$ cat config.mk
export PLATFORM = sky130hd
export DESIGN_NAME = spatz_rsp_collector
export DESIGN_NICKNAME = d
export VERILOG_FILES = /design/src/rtl/spatz_rsp_collector.sv
export SDC_FILE = /design/constraint.sdc
export NUM_CORES = 1
export LEC_CHECK = 0
export ABC_AREA = 1
export CAP_MARGIN = 10
export CORE_UTILIZATION = 30
export DETAILED_ROUTE_END_ITERATION = 8
export MAX_ROUTING_LAYER = met4
export SYNTH_ARGS = -nofsm -noshare
export SYNTH_HDL_FRONTEND = slang
export SYNTH_SLANG_ARGS = --single-unit
$ cat constraint.sdc
create_clock -name clk_i -period 5.2 [get_ports clk_i]
set_input_delay 1.04 -clock clk_i [delete_from_list [all_inputs] [get_ports clk_i]]
set_output_delay 1.04 -clock clk_i [all_outputs]
set_load 0.005 [all_outputs]
$ cat src/rtl/spatz_rsp_collector.sv
// Response sink for VFU/VLSU/VSLDU: retires one response per cycle, frees its ID
// and queues the matching X-interface result towards the core.
module spatz_rsp_collector #(
   parameter int unsigned NrParallelInstructions = 4,
   parameter int unsigned ResultFifoDepth        = 2,
   localparam int unsigned IdW    = $clog2(NrParallelInstructions),
   localparam int unsigned VfuW   = IdW + 15 + 32 + 5 + 1,
   localparam int unsigned VlsuW  = IdW + 5 + 1,
   localparam int unsigned VslduW = IdW + 10
) (
   input  logic              clk_i,
   input  logic              rst_ni,
   input  logic              issue_valid_i,
   input  logic [IdW-1:0]    issue_id_i,
   input  logic [4:0]        issue_xintf_id_i,
   output logic              id_available_o,
   output logic [IdW-1:0]    next_id_o,
   input  logic              vfu_rsp_valid_i,
   output logic              vfu_rsp_ready_o,
   input  logic [VfuW-1:0]   vfu_rsp_i,
   input  logic              vlsu_rsp_valid_i,
   output logic              vlsu_rsp_ready_o,
   input  logic [VlsuW-1:0]  vlsu_rsp_i,
   input  logic              vsldu_rsp_valid_i,
   output logic              vsldu_rsp_ready_o,
   input  logic [VslduW-1:0] vsldu_rsp_i,
   output logic              retire_valid_o,
   output logic [IdW-1:0]    retire_id_o,
   output logic              result_valid_o,
   input  logic              result_ready_i,
   output logic [4:0]        result_xintf_id_o,
   output logic [31:0]       result_data_o,
   output logic [4:0]        result_rd_o,
   output logic              result_we_o,
   output logic              result_exc_o,
   output logic              err_o
);

   localparam int unsigned PtrW = (ResultFifoDepth > 1) ? $clog2(ResultFifoDepth) : 1;
   localparam int unsigned CntW = $clog2(ResultFifoDepth + 1);
   localparam logic [PtrW-1:0] PtrMax = PtrW'(ResultFifoDepth - 1);
   localparam logic [CntW-1:0] CntFull = CntW'(ResultFifoDepth);

   typedef struct packed {
      logic [4:0]  xid;
      logic [31:0] data;
      logic [4:0]  rd;
      logic        we;
      logic        exc;
   } entry_t;

   // Response field layout (MSB first):
   //   vfu   {id, vs2[4:0], vs1[4:0], vd[4:0], result[31:0], rd[4:0], wb}
   //   vlsu  {id, vd[4:0], exc}
   //   vsldu {id, vd[4:0], vs2[4:0]}
   logic [IdW-1:0] vfu_id, vlsu_id, vsldu_id;
   logic [31:0]    vfu_result;
   logic [4:0]     vfu_rd;
   logic           vfu_wb, vlsu_exc;
   logic           unused_fields;

   assign vfu_id        = vfu_rsp_i[VfuW-1 -: IdW];
   assign vfu_result    = vfu_rsp_i[37:6];
   assign vfu_rd        = vfu_rsp_i[5:1];
   assign vfu_wb        = vfu_rsp_i[0];
   assign vlsu_id       = vlsu_rsp_i[VlsuW-1 -: IdW];
   assign vlsu_exc      = vlsu_rsp_i[0];
   assign vsldu_id      = vsldu_rsp_i[VslduW-1 -: IdW];
   assign unused_fields = ^{vfu_rsp_i[52:38], vlsu_rsp_i[5:1], vsldu_rsp_i[9:0]};

   logic [NrParallelInstructions-1:0] busy_q, busy_d;
   logic [4:0]                        xid_q [NrParallelInstructions];
   logic [4:0]                        xid_d [NrParallelInstructions];
   logic                              err_q, err_d;
   logic                              retire_valid_q, retire_valid_d;
   logic [IdW-1:0]                    retire_id_q, retire_id_d;
   entry_t                            mem_q [ResultFifoDepth];
   logic [PtrW-1:0]                   wptr_q, wptr_d, rptr_q, rptr_d;
   logic [CntW-1:0]                   cnt_q, cnt_d;

   logic           pop, push, can_push, acc, acc_hit, issue_err;
   logic [IdW-1:0] acc_id;
   entry_t         acc_entry;

   function automatic logic [PtrW-1:0] ptr_inc(input logic [PtrW-1:0] p);
      return (p == PtrMax) ? '0 : p + 1'b1;
   endfunction

   always_comb begin
      pop      = result_valid_o & result_ready_i;
      can_push = (cnt_q != CntFull) | pop;

      vfu_rsp_ready_o   = vfu_rsp_valid_i & can_push;
      vlsu_rsp_ready_o  = !vfu_rsp_valid_i & vlsu_rsp_valid_i & can_push;
      vsldu_rsp_ready_o = !vfu_rsp_valid_i & !vlsu_rsp_valid_i & vsldu_rsp_valid_i & can_push;
      acc = vfu_rsp_ready_o | vlsu_rsp_ready_o | vsldu_rsp_ready_o;

      acc_id    = vsldu_id;
      acc_entry = '0;
      if (vfu_rsp_valid_i) begin
         acc_id         = vfu_id;
         acc_entry.data = vfu_wb ? vfu_result : 32'd0;
         acc_entry.rd   = vfu_rd;
         acc_entry.we   = vfu_wb;
      end else if (vlsu_rsp_valid_i) begin
         acc_id        = vlsu_id;
         acc_entry.exc = vlsu_exc;
      end
      acc_entry.xid = xid_q[acc_id];

      acc_hit = acc & busy_q[acc_id];
      push    = acc_hit;

      // A retire and an issue of the same ID in one cycle is legal: clear, then set.
      busy_d = busy_q;
      xid_d  = xid_q;
      if (acc_hit) busy_d[acc_id] = 1'b0;
      issue_err = issue_valid_i & busy_q[issue_id_i] & !(acc_hit & (acc_id == issue_id_i));
      if (issue_valid_i & !issue_err) begin
         busy_d[issue_id_i] = 1'b1;
         xid_d[issue_id_i]  = issue_xintf_id_i;
      end

      err_d          = err_q | issue_err | (acc & !busy_q[acc_id]);
      retire_valid_d = acc_hit;
      retire_id_d    = acc_hit ? acc_id : '0;

      wptr_d = push ? ptr_inc(wptr_q) : wptr_q;
      rptr_d = pop ? ptr_inc(rptr_q) : rptr_q;
      cnt_d  = cnt_q + CntW'(push) - CntW'(pop);
   end

   always_ff @(posedge clk_i) begin
      if (!rst_ni) begin
         busy_q         <= '0;
         err_q          <= 1'b0;
         retire_valid_q <= 1'b0;
         retire_id_q    <= '0;
         wptr_q         <= '0;
         rptr_q         <= '0;
         cnt_q          <= '0;
         for (int i = 0; i < int'(NrParallelInstructions); i++) xid_q[i] <= '0;
         for (int i = 0; i < int'(ResultFifoDepth); i++) mem_q[i] <= '0;
      end else begin
         busy_q         <= busy_d;
         xid_q          <= xid_d;
         err_q          <= err_d;
         retire_valid_q <= retire_valid_d;
         retire_id_q    <= retire_id_d;
         wptr_q         <= wptr_d;
         rptr_q         <= rptr_d;
         cnt_q          <= cnt_d;
         if (push) mem_q[wptr_q] <= acc_entry;
      end
   end

   entry_t head;

   always_comb begin
      id_available_o = ~&busy_q;
      next_id_o      = '0;
      for (int i = int'(NrParallelInstructions) - 1; i >= 0; i--) begin
         if (!busy_q[i]) next_id_o = IdW'(i);
      end
   end

   assign result_valid_o    = (cnt_q != '0);
   assign head              = result_valid_o ? mem_q[rptr_q] : '0;
   assign result_xintf_id_o = head.xid;
   assign result_data_o     = head.data;
   assign result_rd_o       = head.rd;
   assign result_we_o       = head.we;
   assign result_exc_o      = head.exc;
   assign retire_valid_o    = retire_valid_q;
   assign retire_id_o       = retire_id_q;
   assign err_o             = err_q;

endmodule

# Word level (Yosys, flattened, before mapping)

Memories as Yosys holds them, arrays and structs flattened. A register that Yosys moved wholly into a read port is not among the register bits.
Index checks and enable logic that the tools add are counted.

Bits in registers: 32
Memory bits (writable): 88
Bits of input ports: 89
Output and inout bits: 55
Word-level logic and storage cells: 99
Memories: 1

$add $sub $neg: 4
$lt $le $gt $ge: 7
Equal/unequal tests: 2
Mux-type cells: 38
Bitwise logic cells: 23
Reduce and logical (&&, ||, !) cells: 13

Memories:

| memory | words | bits a word | rd ports | clocked after memory_dff | write ports | RTL line | RTL |
|---|---|---|---|---|---|---|---|
| mem_q  | 2     | 44          | 1        | 1                        | 2           | 77       | `entry_t mem_q [ResultFifoDepth];` |

Operator list:

| cell                 | count |
|---|---|
| $mux W44             | 2 |
| $reduce_or A44 Y1    | 1 |
| $mux W38             | 1 |
| $mux W32             | 1 |
| $bwmux W20           | 1 |
| $mux W1              | 16 |
| $mux W5              | 3 |
| $and A1 B1 Y1        | 13 |
| $mux W2              | 6 |
| $bmux W5 S2          | 1 |
| $demux W5 S2         | 1 |
| $mux W4              | 2 |
| $ge A3 B3 Y1 const B | 2 |
| $logic_not A1 Y1     | 6 |
| $lt A2 B3 Y1 const B | 2 |
| $not A2 Y3           | 2 |
| $or A1 B1 Y1         | 5 |
| $and A4 B4 Y4        | 1 |
| $bmux W1 S2          | 2 |
| $demux W1 S2         | 2 |
| $ge A2 B1 Y1 const B | 2 |
| $not A4 Y4           | 1 |
| $or A4 B4 Y4         | 1 |
| $reduce_and A4 Y1    | 1 |
| 9 further kinds      | 12 |

# Logic depth before layout (Yosys ltp)

Gate-level depths: netlist of run 1.

Word-level depth: 13
Mapped depth: 15

# Worst setup path before layout of run 1

Ideal clock, no wire load.

Path type: input to register
Start point: input port vfu_rsp_valid_i
End point: memory mem_q[0][0] (netlist bit), enable pin
Library setup time: 402 ps
Arrival time: 3129 ps
Required time: 4798 ps
Setup slack: 1668 ps
Stages on the path: 13
Buffers on the path: 2
Cells stage by stage: buf_4 nand2_4 nand3_4 nand2_1 nand2_1 nand2_1 nand2_1 nor2_2 inv_2 nor2_8 nand2_2 buf_2 nand2_1

RTL lines:

| what            | RTL line | RTL |
|---|---|---|
| start, declared | 18       | `input logic vfu_rsp_valid_i,` |
| end, declared   | 77       |  |

==> impl_metrics.env, run 1 <==
export IMPL_syn_to_final_growth_pct=33.2
export IMPL_fmax_ghz=0.264
export IMPL_routed_wl_mm=13.7
export IMPL_nets=863
export IMPL_tightest_slew_ps=885
export IMPL_regToRegSetupSlack_ps=2800
export IMPL_crit_arrival_ps=3890
export IMPL_postCtsSetupRepairBufs=0
export IMPL_die_h_um=140
export IMPL_ant_nets=0
export IMPL_yosysMostFrequentCell="nand2_1"
export IMPL_r2r_cells=8
export IMPL_drt_iter0_markers=224
export IMPL_grt_use_total_pct=15.1
export IMPL_power_static_leakage_nw=3.18
export IMPL_start_kind="input port"
export IMPL_r2r_start="cnt_q[0]"
export IMPL_fin_crit_sh_pct=72.7
export IMPL_num_antenna_cells=0
export IMPL_yosys_warnings=0
export IMPL_use_met3_pct=3.49
export IMPL_ys_seq_area_share_pct=57.9
export IMPL_dp_cells=987
export IMPL_synth_async_reset_ratio_pct=0
export IMPL_r2r_end="mem_q[0][29]"
export IMPL_hold_violations=0
export IMPL_cap_violations=0
export IMPL_nFillCells=1867
export IMPL_fin_skew_ps=11.8
export IMPL_synth_area_leaders="edfxtp_1, dfxtp_1, nand2_1"
export IMPL_setup_viol=0
export IMPL_path_clk_slew_ps=60
export IMPL_drc_errors=0
export IMPL_synth_flop_cell="edfxtp_1"
export IMPL_crit_type="in -> reg"
export IMPL_ys_types=29
export IMPL_use_met2_pct=25.4
export IMPL_routed_via_density=4.46
export IMPL_slew_headroom_pct=40.8
export IMPL_holdCritPathClass="reg -> reg"
export IMPL_slew_viol_final=0
export IMPL_wl_per_cell_um=13.4
export IMPL_required_ps=5310
export IMPL_grt_busiest_layer="met2"
export IMPL_layout_min_cycle_time_ps=3780
export IMPL_die_x_um=140
export IMPL_die_area_sq_um=19600
export IMPL_globalplace_congestion=0.822
export IMPL_clockBufferDepth=2
export IMPL_postCtsResizedCells=0
export IMPL_final_cell_count_no_fill=1019
export IMPL_grt_overflow_total=0
export IMPL_port_buffers=113
export IMPL_vdd_ir_drop_max_mv=0.258
export IMPL_startpoint="vfu_rsp_valid_i"
export IMPL_p_per_area_nw_per_um2=402
export IMPL_clockRootBuffer="clkbuf_16"
export IMPL_regArea_sq_um=3300
export IMPL_netlist_area_sq_um=5710
export IMPL_ios=144
export IMPL_start_util_pct=30.5
export IMPL_yosysTopAreaCell="edfxtp_1"
export IMPL_crit_end="mem_q[0][29]"
export IMPL_rows=50
export IMPL_cts_hold_buf=0
export IMPL_syn_instance_count=664
export IMPL_synth_enable_flop_cells=88
export IMPL_cts_buffers=17
export IMPL_ys_seq_elements=121
export IMPL_path_max_fanout=26
export IMPL_hpwl_mm=8.80
export IMPL_htreeDepth=4
export IMPL_grt_setup_unrepaired="false"
export IMPL_grt_pass1_wl_mm=21.8
export IMPL_core_region_area_sq_um=18700
export IMPL_outcome="finished, final reports clean"
export IMPL_ys_top_cells_by_count="nand2_1, nor2_1, inv_1, edfxtp_1, a21oi_1"
export IMPL_cts_sinks=121
export IMPL_grtUsageMet1_pct=17.2
export IMPL_finalSetupTns_ps=0
export IMPL_cts_tree="yes"
export IMPL_drive_above_1_share_pct=6.75
export IMPL_grt_antenna_before_repair=0
export IMPL_worstSkewPairLatency_ps=410
export IMPL_firstDrtPassIters=5
export IMPL_avgSynthCellArea_sq_um=8.59
export IMPL_synth_nets=755
export IMPL_end_kind="register"
export IMPL_grt_max_degree=46
export IMPL_multiInputGateArea_sq_um=1840
export IMPL_synth_top_area_share_pct=46.3
export IMPL_num_vias=4542
export IMPL_grt_pass1_vias=4373
-- layout by cell type, fill, tap and decap left out --
master,Yosys,final
nand2_4,1,1
xor2_1,1,1
a221oi_1,5,5
nor2_8,1,1
inv_1,107,107
nand2_2,4,6
o22ai_1,5,5
o21a_1,1,1
nand4_1,25,25
bufinv_16,0,1
ha_1,2,2
nor2_4,0,1
clkinvlp_4,0,4
nand3b_1,1,1
inv_6,0,3
a21oi_1,54,54
nand3_1,7,7
nand3_2,2,2
clkbuf_16,0,17
dfxtp_2,0,1
o21ai_1,1,1
edfxtp_1,88,88
clkinv_1,1,4
clkdlybuf4s50_1,0,113
clkinv_4,0,2
nor2_2,2,2
nor2_1,118,117
nand3_4,3,3
buf_12,0,2
inv_2,1,1
buf_4,1,4
o21ai_0,8,8
dfxtp_1,33,32
nor3_1,1,1
nand2_1,162,160
clkinv_2,0,2
-- critical path: stages --
cell and delay, ps:
clkdlybuf4s50_1 830, inv_1 140, nand3_2 150, nand3_4 120
nand2_1 70, nand2_1 50, nand2_1 70, nand2_1 80
nor2_2 90, inv_2 100, nor2_8 160, nand2_2 210
nand2_2 480, buf_12 270
-- logic make-up (layout without fill, tap and decap cells) --
| group | after synthesis | in the layout | synth area share, % |
|---|---|---|---|
| AO/OA/AOI/OAI | 74 | 74 | 6.97 |
| XOR/XNOR | 1 | 1 | 0.154 |
| adder cells (fa/ha/maj) | 2 | 2 | 0.438 |
| buffers and inverters | 139 | 260 | 10.1 |
| flip-flops | 121 | 121 | 57.9 |
| AND/OR/NAND/NOR | 327 | 327 | 24.5 |
-- routing by layer --
layer,wire [um],vias to the layer above
met5,0,-
met1,6170,2089
met3,559,15
met2,6800,99
li1,-,2339
met4,176,0
-- flip-flops by register name, summed over array words and instances, names as in the netlist, named ones only --
name            count
mem_q              88
xid_q              20
busy_q              4
cnt_q               2
retire_id_o         2
err_o               1
retire_valid_o      1
rptr_q              1
wptr_q              1
-- power by group --
group / internal, mW / total, mW / switching (mW) / leakage [nW]
clock: 0.654 / 1.09 / 0.432 / 0.259
sequential: 1.13 / 1.16 / 0.0340 / 1.19
combinational: 0.359 / 0.810 / 0.451 / 1.73
-- cell type report --
type                    instances  area share [%]
inverters                     109            5.38
flip-flops and latches        121            43.5
multi-input cells             404            24.2
well taps                     234            3.85
repair buffers                119            15.8
clock buffers                  17            5.60
clock inverters                15            1.65
-- per-stage QoR --
step                hold slack (ps)  util (%)  cell area (sq um)  power, mW  worst slack (ps)
floorplan                       426         -               5710       1.56              1670
finish                          456      40.6               7600       3.06              1420
global route                    474      40.6               7600       3.22              1120
CTS                             457      40.6               7600       3.10              1360
global placement                432      37.7               7050       2.00               964
detailed placement              438      37.7               7050       2.00               914
-- how the worst min path moves through the flow --
stage          startpoint       end  slack [ps]  cells after the start
2_1_floorplan      rptr_q  register         430                      1
3_3_place_gp       rptr_q  register         430                      1
3_5_place_dp       rptr_q  register         440                      1
4_1_cts            rptr_q  register         460                      1
5_1_grt            rptr_q  register         470                      1
6_report           rptr_q  register         460                      1
Note: power is estimated with default switching activity, not from simulation.
==> run 2, diff against run 1 <==
==> constraint.sdc (replaced) <==
create_clock -name clk_i -period 3.3 [get_ports clk_i]
set_input_delay 0.66 -clock clk_i [delete_from_list [all_inputs] [get_ports clk_i]]
set_output_delay 0.66 -clock clk_i [all_outputs]
set_load 0.005 [all_outputs]
==> impl_metrics.env, run 2 (same netlist as run 1, synthesis figures left out) <==
export IMPL_outcome="finished, final reports clean"
export IMPL_cts_tree="yes"
export IMPL_num_antenna_cells=0
export IMPL_postCtsResizedCells=0
export IMPL_wl_per_cell_um=13.2
export IMPL_largest_reg_flops=88
export IMPL_htreeDepth=4
export IMPL_syn_to_final_growth_pct=35.4
export IMPL_hpwl_mm=9.01
export IMPL_die_h_um=140
export IMPL_grt_setup_unrepaired="false"
export IMPL_core_region_area_sq_um=18700
export IMPL_grt_overflow_total=0
export IMPL_setup_viol=0
export IMPL_clockBufferDepth=2
export IMPL_end_kind="output port"
export IMPL_final_util_pct=41.3
export IMPL_fin_skew_ps=7.71
export IMPL_rows=50
export IMPL_largest_register="mem_q"
export IMPL_reg_top3="mem_q: 88 flops, xid_q: 20 flops, busy_q: 4 flops"
export IMPL_nFillCells=1869
export IMPL_power_static_leakage_nw=3.25
export IMPL_grt_use_total_pct=15.0
export IMPL_regArea_sq_um=3300
export IMPL_postCtsSetupRepairBufs=0
export IMPL_grt_pass1_vias=4294
export IMPL_routed_via_density=4.42
export IMPL_fmax_ghz=0.342
export IMPL_worstSkewPairLatency_ps=410
export IMPL_final_cell_mix="nand2_1, nor2_1, clkdlybuf4s50_1"
export IMPL_firstDrtPassIters=4
export IMPL_start_util_pct=30.5
export IMPL_drc_errors=0
export IMPL_ant_nets=0
export IMPL_required_ps=2640
export IMPL_path_clk_slew_ps=60
export IMPL_grt_pass1_wl_mm=21.8
export IMPL_tightest_slew_ps=618
export IMPL_port_buffers=113
export IMPL_slew_headroom_pct=58.5
export IMPL_grt_max_degree=45
export IMPL_ios=144
export IMPL_holdWs_ps=460
export IMPL_cap_violations=0
export IMPL_layout_commonest_cell="nand2_1"
export IMPL_multiInputGateArea_sq_um=1840
export IMPL_num_vias=4553
export IMPL_drive_above_1_share_pct=8.30
export IMPL_cts_sinks=121
export IMPL_globalplace_congestion=0.815
export IMPL_fin_crit_sh_pct=88.7
export IMPL_slew_viol_final=0
export IMPL_hold_violations=0
export IMPL_grt_antenna_before_repair=0
export IMPL_clockRootBuffer="clkbuf_16"
export IMPL_vdd_ir_drop_max_mv=0.343
export IMPL_start_kind="register"
export IMPL_crit_arrival_ps=2270
export IMPL_layout_min_cycle_time_ps=2930
export IMPL_cts_buffers=17
export IMPL_path_max_fanout=26
export IMPL_routed_wl_mm=13.6
export IMPL_cts_hold_buf=0
export IMPL_drt_iter0_markers=214
export IMPL_die_x_um=140
export IMPL_finalSetupTns_ps=0
export IMPL_p_per_area_nw_per_um2=638
export IMPL_die_area_sq_um=19600
export IMPL_nets=873
export IMPL_crit_type="reg -> out"
export IMPL_holdCritPathClass="reg -> reg"
## run 2: changes by cell type in the layout (fill, tap and decap cells not counted)
cell	before	now
inv_6	3	4
inv_8	0	2
clkinv_4	2	1
buf_4	4	11
clkinv_2	2	3
buf_12	2	5
clkinv_1	4	1
## run 2: final timing paths
path                            startpoint                   end  slack (ps)  depth (start not counted)
worst max-delay path              register  result_xintf_id_o[0]         370                          5
worst min-delay path                rptr_q              register         460                          1
worst max register to register   busy_q[0]              cnt_q[1]        1350                         13
worst min register to register      rptr_q              register         460                          1
## run 2: metrics by stage
stage / std cells / setup WS (ps) / power, mW / area, sq um
2_1_floorplan: 664 / 148 / 2.46 / 5710
3_3_place_gp: 997 / 238 / 3.20 / 7160
3_5_place_dp: 997 / 189 / 3.23 / 7160
4_1_cts: 1029 / 265 / 4.99 / 7730
5_1_grt: 1029 / 226 / 5.18 / 7730
6_report: 1029 / 373 / 4.93 / 7730
## run 2: cell type report
cell class	instances	share of cell area (%)
clock buffer	17	5.51
inverter	109	5.29
multi-input combinational	404	23.8
clock inverter	15	1.83
sequential	121	42.8
timing repair buffer	129	17.0
tap	234	3.79
## run 2: power by group
group          switching (mW)  internal, mW  total, mW
logic                   0.720         0.615       1.34
clock network           0.716          1.05       1.77
registers              0.0547          1.77       1.83
total                    1.49          3.44       4.93
## run 2: routing by layer
| layer | GRT usage (%) | vias to the layer above | part of all wire (%) |
|---|---|---|---|
| met2 | 25.0 | 96 | 50 |
| met1 | 17.4 | 2070 | 44 |
| met5 | - | - | 0 |
| met4 | 5.96 | 0 | 1.9 |
| met3 | 3.52 | 25 | 4.6 |
| li1 | - | 2362 | - |
## run 2: critical path, stage by stage, from the launching register on
cell and delay, ps:
dfxtp_2 330, clkinv_1 490, buf_12 390, nand2_1 70, a21oi_1 50, clkdlybuf4s50_1 510
==> run 3, diff against run 2 <==
--- a/config.mk
+++ b/config.mk
@@ -7,9 +7,12 @@
 export LEC_CHECK = 0
 export ABC_AREA = 1
 export CAP_MARGIN = 10
+export CORE_MARGIN = 5
 export CORE_UTILIZATION = 30
 export DETAILED_ROUTE_END_ITERATION = 8
+export HOLD_SLACK_MARGIN = 0.1
 export MAX_ROUTING_LAYER = met4
+export SLEW_MARGIN = 30
 export SYNTH_ARGS = -nofsm -noshare
 export SYNTH_HDL_FRONTEND = slang
 export SYNTH_SLANG_ARGS = --single-unit
==> impl_metrics.env, run 3 (same netlist as run 1, synthesis figures left out) <==
export IMPL_slew_headroom_pct=65.3
export IMPL_crit_path_cell_trace="clkdlybuf4s50_1 > buf_4 > nor2_1 > nand2_1 > inv_1 > clkdlybuf4s50_1"
export IMPL_regArea_sq_um=3300
export IMPL_clockRootBuffer="clkbuf_16"
export IMPL_path_max_fanout=8
export IMPL_die_x_um=148
export IMPL_postCtsResizedCells=0
export IMPL_core_region_area_sq_um=18700
export IMPL_required_ps=2640
export IMPL_cpMaxStageDelayCell="clkdlybuf4s50_1"
export IMPL_vdd_ir_drop_max_mv=0.399
export IMPL_cts_hold_buf=0
export IMPL_crit_arrival_ps=2190
export IMPL_hpwl_mm=9.21
export IMPL_crit_type="in -> out"
export IMPL_die_area_sq_um=21900
export IMPL_path_delay_family="buffers and inverters"
export IMPL_drc_errors=0
export IMPL_globalplace_congestion=0.767
export IMPL_totalPowerFinal_mw=5.01
export IMPL_ios=144
export IMPL_place_area_sq_um=7130
export IMPL_grt_pass1_wl_mm=22.5
export IMPL_outcome="finished, final reports clean"
export IMPL_start_util_pct=30.5
export IMPL_grt_overflow_total=0
export IMPL_tightest_slew_ps=520
export IMPL_num_antenna_cells=0
export IMPL_postCtsSetupRepairBufs=0
export IMPL_drive_above_1_share_pct=8.06
export IMPL_firstDrtPassIters=5
export IMPL_multiInputGateArea_sq_um=1840
export IMPL_grt_antenna_before_repair=0
export IMPL_final_area_sq_um=7730
export IMPL_num_vias=4576
export IMPL_htreeDepth=4
export IMPL_fmax_ghz=0.351
export IMPL_setup_viol=0
export IMPL_path_clk_slew_ps=50
export IMPL_power_static_leakage_nw=3.25
export IMPL_port_buffers=113
export IMPL_routed_via_density=4.45
export IMPL_start_kind="input port"
export IMPL_holdCritPathClass="reg -> reg"
export IMPL_layout_min_cycle_time_ps=2850
export IMPL_cap_violations=0
export IMPL_routed_wl_mm=14.0
export IMPL_nets=872
export IMPL_clockBufferDepth=2
export IMPL_critical_path_max_stage_delay_ps=540
export IMPL_p_per_area_nw_per_um2=649
export IMPL_fin_crit_sh_pct=86.3
export IMPL_drt_iter0_markers=274
export IMPL_end_kind="output port"
export IMPL_grt_pass1_vias=4478
export IMPL_cts_tree="yes"
export IMPL_ant_nets=0
export IMPL_fin_skew_ps=11.6
export IMPL_grt_use_total_pct=13.7
export IMPL_syn_to_final_growth_pct=35.4
export IMPL_worstSkewPairLatency_ps=420
export IMPL_wl_per_cell_um=13.6
export IMPL_final_cell_mix="nand2_1, nor2_1, clkdlybuf4s50_1"
export IMPL_cts_sinks=121
export IMPL_worst_path_buf_inv=4
export IMPL_slew_viol_final=0
export IMPL_die_h_um=148
export IMPL_cts_buffers=17
export IMPL_largest_reg_flops=88
export IMPL_reg_top3="mem_q: 88 flops, xid_q: 20 flops, busy_q: 4 flops"
export IMPL_nFillCells=1824
export IMPL_grt_setup_unrepaired="false"
export IMPL_finalSetupTns_ps=0
export IMPL_layout_commonest_cell="nand2_1"
export IMPL_hold_violations=0
export IMPL_rows=50
export IMPL_largest_register="mem_q"
export IMPL_grt_max_degree=46
export IMPL_cp_common_cell="clkdlybuf4s50_1"
-- run 3: cell types whose count changed in the layout (fill, tap and decap cells not counted), moves of 2 or more --
cell	change
inv_6	-2
bufinv_16	+2
buf_12	-2
clkinv_4	+2
inv_8	-2
-- run 3: final timing paths --
check,startpoint,to,slack (ps),cells after the start
max,vfu_rsp_valid_i,vlsu_rsp_ready_o,450,6
min,rptr_q,register,440,1
max reg2reg,cnt_q[1],cnt_q[1],1380,10
min reg2reg,rptr_q,register,440,1
-- run 3: stage by stage --
stage	instances	utilization, %	setup WS, ps	hold WS [ps]
floorplan	664	-	148	426
global placement	996	38.1	253	429
detailed placement	996	38.1	207	435
CTS	1028	41.3	437	444
global route	1028	41.3	358	471
finish	1028	41.3	451	445
-- run 3: power breakdown --
| group | internal, mW | total (mW) | switching (mW) |
|---|---|---|---|
| Sequential | 1.77 | 1.83 | 0.0540 |
| Combinational | 0.601 | 1.32 | 0.719 |
| Clock | 1.18 | 1.87 | 0.683 |
| Total | 3.56 | 5.01 | 1.46 |
-- run 3: cell type report --
class / instances / area share (%)
clock buffer: 17 / 5.50
clock inverter: 15 / 2.27
inverter: 109 / 5.29
multi-input combinational: 404 / 23.8
sequential: 121 / 42.8
tap: 234 / 3.79
timing repair buffer: 128 / 16.6
-- run 3: per-layer routing --
layer	global-route usage, %	vias to the layer above	part of all wire, %
met1	15.3	2110	41
li1	-	2352	-
met5	-	-	0
met2	23.3	100	52
met4	5.22	0	1.2
met3	3.86	14	5.4
